==> config.mk <==
export PLATFORM = sky130hd
export DESIGN_NAME = seg_scan
export DESIGN_NICKNAME = d
export VERILOG_FILES = /design/src/rtl/seg_scan.sv
export SDC_FILE = /design/constraint.sdc
export NUM_CORES = 1
export LEC_CHECK = 0
export BUFFER_PORTS_ARGS = -buffer_cell sky130_fd_sc_hd__buf_2
export CORE_ASPECT_RATIO = 1.4
export CORE_MARGIN = 4
export CORE_UTILIZATION = 57
export DETAILED_ROUTE_END_ITERATION = 6
export GPL_ROUTABILITY_DRIVEN = 0
export GPL_TIMING_DRIVEN = 0
export PLACE_DENSITY = 0.8
export SYNTH_ARGS = -nofsm -noshare
export SYNTH_HDL_FRONTEND = slang
export SYNTH_SLANG_ARGS = --single-unit
==> constraint.sdc <==
create_clock -name clk -period 5.4 [get_ports clk]
set_clock_uncertainty 0.2 [all_clocks]
set_input_delay 0.27 -clock clk [delete_from_list [all_inputs] [get_ports clk]]
set_output_delay 0.27 -clock clk [all_outputs]
set_load 0.01 [all_outputs]
==> src/rtl/seg_scan.sv <==
// Six-digit multiplexed 7-segment scanner: one digit slot per CNT_NUM+1 clocks,
// leading blank window per slot, frame latched once per full scan.
module seg_scan #(
  parameter int CNT_NUM   = 49_999,
  parameter int BLANK_NUM = 1_000
) (
  input  logic        clk,
  input  logic        rst,
  input  logic [23:0] data_in,
  output logic [5:0]  sel,
  output logic [7:0]  seg
);

  localparam int             NUM_DIG   = 6;
  localparam int             CW        = (CNT_NUM > 0) ? $clog2(CNT_NUM + 1) : 1;
  localparam logic [CW-1:0]  CNT_LAST  = CW'(CNT_NUM);
  localparam logic [CW-1:0]  BLANK_END = CW'(BLANK_NUM);

  logic [CW-1:0]              cnt;
  logic [2:0]                 idx;
  logic [23:0]                frame;
  logic [NUM_DIG-1:0][7:0]    dec;
  logic                       blank;
  logic                       slot_end;
  logic                       frame_load;

  function automatic logic [7:0] dec_char(input logic [3:0] c);
    logic [7:0] p;
    p = 8'hFF;
    case (c)
      4'h0:        p = 8'h89;
      4'h1:        p = 8'h86;
      4'h2, 4'h3:  p = 8'hC7;
      4'h4:        p = 8'hC0;
      default:     p = 8'hFF;
    endcase
    return p;
  endfunction

  // Per-digit decoders fed only from the latched frame, never from data_in.
  for (genvar k = 0; k < NUM_DIG; k++) begin : g_dec
    assign dec[k] = dec_char(frame[23-4*k -: 4]);
  end

  // Zero-width blank window is resolved at elaboration so no constant compare exists.
  if (BLANK_NUM == 0) begin : g_noblank
    assign blank = 1'b0;
  end else begin : g_blank
    assign blank = (cnt < BLANK_END);
  end

  assign slot_end   = (cnt == CNT_LAST);
  assign frame_load = (cnt == '0) && (idx == 3'd0);

  always_ff @(posedge clk or posedge rst) begin
    if (rst) begin
      cnt   <= '0;
      idx   <= 3'd0;
      frame <= 24'hFFFFFF;
      sel   <= 6'h3F;
      seg   <= 8'hFF;
    end else begin
      cnt <= slot_end ? '0 : cnt + 1'b1;
      if (slot_end)
        idx <= (idx == 3'd5) ? 3'd0 : idx + 3'd1;
      if (frame_load)
        frame <= data_in;
      if (blank) begin
        sel <= 6'h3F;
        seg <= 8'hFF;
      end else begin
        sel <= ~(6'b1 << idx);
        seg <= dec[idx];
      end
    end
  end

endmodule

=== Word level (Yosys, flattened, before mapping) ===
Index checks and enable logic that the tools add are counted.

* Bitwise gates (word level): 1
* Muxes and demuxes: 12
* Equal/unequal tests: 26
* Magnitude comparators: 2
* Add/sub/neg operators: 2
* Reduce and logical (&&, ||, !) cells: 15
* Shifts and indexed selects: 1

{| class="wikitable"
|+ Operators by type and width
! operator !! number
|-
| 7-bit one-hot mux with 4 select lines || 6
|-
| 4-bit by 2-bit equality test with 1-bit output, second input constant || 12
|-
| 8-bit binary-select mux with 3-bit select || 1
|-
| 4-bit by 1-bit equality test with 1-bit output, second input constant || 6
|-
| 4-bit by 3-bit equality test with 1-bit output, second input constant || 6
|-
| 4-bit logical NOT || 6
|-
| 16-bit by 1-bit adder with 16-bit output, second input constant || 1
|-
| 16-bit equality test, second input constant || 1
|-
| 16-bit logical NOT || 1
|-
| 16-bit by 10-bit less-than comparator with 1-bit output, second input constant || 1
|-
| 16-bit two-way mux || 1
|-
| 8-bit two-way mux || 2
|-
| 2-bit OR reduction || 6
|-
| 6-bit two-way mux || 1
|-
| 6-bit inverter || 1
|-
| 1-bit by 3-bit << shifter with 6-bit output, first input constant || 1
|-
| 3-bit by 4-bit less-than comparator with 1-bit output, second input constant || 1
|-
| 3-bit by 1-bit adder with 3-bit output, second input constant || 1
|-
| 3-bit equality test, second input constant || 1
|-
| 3-bit logical NOT || 1
|-
| 3-bit two-way mux || 1
|-
| 1-bit logical AND || 1
|}

* Output and inout bits: 14
* Logic and storage cells: 64
* Input bits: 26
* Bits in registers: 57

=== Longest topological paths before layout ===
* Word-level depth: 6
* Mapped depth: 8
* Depth with buffers taken out: 6

=== Worst setup path after synthesis ===
Ideal clock, no wire load.

* Kind: register to register
* From: reg cnt[4]
* To: reg frame[0]
* Arrival: 1793 ps
* Slack: 3325 ps
* Required time: 5118 ps
* Setup time: 82 ps
* Path buffers: 3
* Clock period less this slack: 2075 ps
* Cell stages (with the launch flop): 8
* Cells stage by stage: dfrtp_1 -> buf_6 -> or4_4 -> nor3_2 -> and3_1 -> buf_6 -> buf_12 -> mux2_4

* Cells in the longest elaborated chain, start to end: 2

{| class="wikitable"
|+ Ends and longest elaborated chain
! what !! RTL line !! text
|-
| start, declared || 19 || <nowiki>logic [CW-1:0] cnt;</nowiki>
|-
| start signal, assigned || 63 || <nowiki>cnt <= slot_end ? '0 : cnt + 1'b1;</nowiki>
|-
| 16-bit logical NOT || 53 || <nowiki>assign frame_load = (cnt == '0) && (idx == 3'd0);</nowiki>
|-
| 1-bit logical AND || 53 ||
|-
| end signal, assigned || 67 || <nowiki>frame <= data_in;</nowiki>
|-
| end, declared || 21 || <nowiki>logic [23:0] frame;</nowiki>
|}

Every way passes these cells.
A chain may end at the register's enable or synchronous reset.

=== Worst setup path in the final report ===
* From: reg idx[0]
* To: reg frame[15]

* Cells in the longest elaborated chain, start to end: 2

{| class="wikitable"
|+ Ends and longest elaborated chain
! what !! RTL line !! text
|-
| start, declared || 20 || <nowiki>logic [2:0] idx;</nowiki>
|-
| start signal, assigned || 65 || <nowiki>idx <= (idx == 3'd5) ? 3'd0 : idx + 3'd1;</nowiki>
|-
| 3-bit logical NOT || 53 ||
|-
| 1-bit logical AND || 53 ||
|}

Every way passes these cells.

==> impl_metrics.toml <==
[placement]
placed_cells = 356
io_buffers = 39
pre_cts_slack_ns = 3.23
dpl_cell_area_sq_um = 3150
dp_hpwl_mm = 4.14

[detailed_routing]
avgRoutedWirePerCell_um = 15.0
totalWireLength_mm = 5.82
dr.pass1.iters = 4
via_count = 2164
vias_per_cell = 5.56
post-route-drc-count = 0
drt_iter0_markers = 112
ant_nets = 0

[grt]
grt_usage_pct = 20.4
grt_pass1_wl_mm = 9.79
grt_max_degree = 29
grt_pass1_vias = 2188
antenna_found_initial = 0
overflow = 0

[logic_synthesis]
post_synth.cell_area_avg_sq_um = 11.3
synth_edf_count = 0
synth_warnings = 0
syn-num-nets = 281
synthArstFlopShare_pct = 100
yosysSeqAreaShare_pct = 49.8
ys.flop_type = "dfstp_2"
syn_area_sq_um = 2850
synth_cell_types = 45
ys_ff_latch = 55
synth_cells = 252

[sta]
drv_slew = 0
post-route-period-util_pct = 40.9
hold_slack_ns = 0.324
tightest_slew_ns = 0.559
maxSlewHeadroom_pct = 62.7
rsz0062_at_grt = "no"
final_hold_viol_count = 0
fmax_mhz = 452
setup_viol = 0
fin_tns_setup_ns = 0
period_needed_ns = 2.21
worst_slack_ns = 3.19

[setup_path]
crit_type = "register to register"
end_kind = "register"
arrival_ns = 2.25
required_ns = 5.44
critPathLaunchType = "register"
crit_fanout = 10

[floorplan]
ioPinCount = 40
rows = 30
die_w_um = 67.8
fp.dieArea_sq_um = 6220
die_h_um = 91.7
start_util_pct = 58.9
core_sq_um = 4840

[power_and_ir_drop]
total_power_mw = 0.732
power_density_nw_per_um2 = 209
vdd_ir_drop_max_uv = 151
p_leak_nw = 1.46

[clocking]
cts-htree-levels = 2
clock-sinks = 55
cts_buffer_depth = 2
clkTransAtPathRegs_ns = 0.10
clk_latency_ns = 0.31
cts_tree = "built"
numCtsBuffers = 5
cts-root-buf = "clkbuf_8"
cts-resized-gates = 0

[flow_run]
drv_cap = 0

[status]
outcome = "finished clean"

[cells_and_area]
fin_util_pct = 72.1
n_antenna_cell = 0
area.growth.synth_to_final_pct = 22.4
nNetsFinal = 353
final_cells = 389
fin_area_sq_um = 3490
drive_gt1_share_pct = 38.8

[worst_hold_path]
hold_path_class = "register to register"
## state kept, by name, summed over array words and instances (netlist names)
| register | flops |
|---|---|
| cnt | 16 |
| idx | 3 |
| frame | 24 |
| sel | 6 |
| seg | 6 |
## metal layers
layer	routed length [um]	global-route usage (%)
met1	2310	23.1
met2	3170	37.0
met3	197	3.43
met4	138	7.30
met5	0	0
## synthesized netlist by cell type, types with 2 or more instances
| cell | instances | area share (%) |
|---|---|---|
| ha_1 | 3 | 1.3 |
| o31ai_1 | 5 | 1.3 |
| or3_1 | 4 | 0.88 |
| and3_1 | 4 | 0.88 |
| nand2_1 | 14 | 1.8 |
| nand4_1 | 4 | 0.88 |
| a211oi_1 | 2 | 0.53 |
| and4_1 | 3 | 0.92 |
| xor2_1 | 6 | 1.8 |
| buf_6 | 2 | 0.79 |
| inv_1 | 7 | 0.92 |
| xnor2_1 | 10 | 3.1 |
| nor2b_1 | 3 | 0.66 |
| o22ai_1 | 3 | 0.66 |
| mux2_2 | 4 | 1.6 |
| dfrtp_1 | 19 | 17 |
| clkbuf_1 | 6 | 0.79 |
| dfstp_2 | 36 | 33 |
| o21ai_0 | 12 | 2.1 |
| o21a_1 | 6 | 1.6 |
| nor3_1 | 14 | 2.5 |
| nor2_1 | 20 | 2.6 |
| mux2_4 | 20 | 11 |
| buf_12 | 2 | 1.4 |
| nor4_1 | 8 | 1.8 |
| or4_4 | 2 | 0.79 |
| a21oi_1 | 4 | 0.70 |
| nand3_1 | 8 | 1.4 |
| buf_4 | 5 | 1.3 |
## final timing paths
kind / slack [ns] / startpoint / endpoint / cells after the start
setup / recovery: 3.19 / idx[0]$_DFFE_PP0N_ / frame[15]$_DFFE_PP1P_ / 7
hold / removal: 0.32 / cnt[0]$_DFF_PP0_ / cnt[0]$_DFF_PP0_ / 1
setup reg to reg: 3.19 / idx[0]$_DFFE_PP0N_ / frame[15]$_DFFE_PP1P_ / 7
hold reg to reg: 0.32 / cnt[0]$_DFF_PP0_ / cnt[0]$_DFF_PP0_ / 1
max in group asynchronous: 4.02 / rst / frame[15]$_DFFE_PP1P_ / 4
min in group asynchronous: 0.36 / rst / cnt[11]$_DFF_PP0_ / 3
## cell families after synthesis
family          share of synthesized area [%]
mux                                      12.1
xor+xnor                                 4.91
simple gates                             17.6
flops                                    49.8
fa+ha+maj                                1.32
buf+inv                                  5.35
compound gates                           8.90
## repair_timing
item,CTS,global route
setup buffers,0,0
hold buffers,24,1
hold endpoints to repair,25,1
## critical path, stage by stage, from the launching register on
cell and delay [ns]:
dfrtp_1 0.37, clkbuf_1 0.21, nor3_1 0.37, and3_2 0.23
and3_1 0.16, buf_6 0.14, buf_12 0.15, mux2_4 0.30
## area by class of cell
cell class | count | area, sq um
buffer | 16 | 126
multi-input combinational | 174 | 1280
tap | 64 | 80.1
inverter | 7 | 26.3
clock inverter | 3 | 25.0
timing repair buffer | 65 | 465
fill | 317 | 1350
sequential | 55 | 1420
clock buffer | 5 | 68.8
## cells in the final DEF (no fill, tap or decap), types with 2 or more instances in the layout
cell | synthesis | routed
inv_1 | 7 | 6
o31ai_1 | 5 | 5
nor4_1 | 8 | 8
o22ai_1 | 3 | 3
xnor2_1 | 10 | 10
or4_4 | 2 | 2
clkinv_4 | 0 | 2
clkbuf_8 | 0 | 5
and4_1 | 3 | 3
xor2_1 | 6 | 6
a211oi_1 | 2 | 2
dlygate4sd3_1 | 0 | 25
dfstp_2 | 36 | 36
nor3_1 | 14 | 14
ha_1 | 3 | 3
nand3_1 | 8 | 8
nand4_1 | 4 | 4
o21a_1 | 6 | 6
mux2_2 | 4 | 4
buf_2 | 0 | 39
buf_12 | 2 | 3
dfrtp_1 | 19 | 19
and3_1 | 4 | 4
buf_6 | 2 | 2
nor2_1 | 20 | 20
nand2_1 | 14 | 14
nor2b_1 | 3 | 3
clkbuf_1 | 6 | 6
mux2_4 | 20 | 20
a21oi_1 | 4 | 4
o21ai_0 | 12 | 12
or3_1 | 4 | 4
buf_4 | 5 | 5
## report_power, final
part / internal, mW / switching, mW
logic: 0.0378 / 0.0224
clock network: 0.0930 / 0.137
registers: 0.429 / 0.0122
total: 0.560 / 0.171
(Power assumes the default switching activity.)
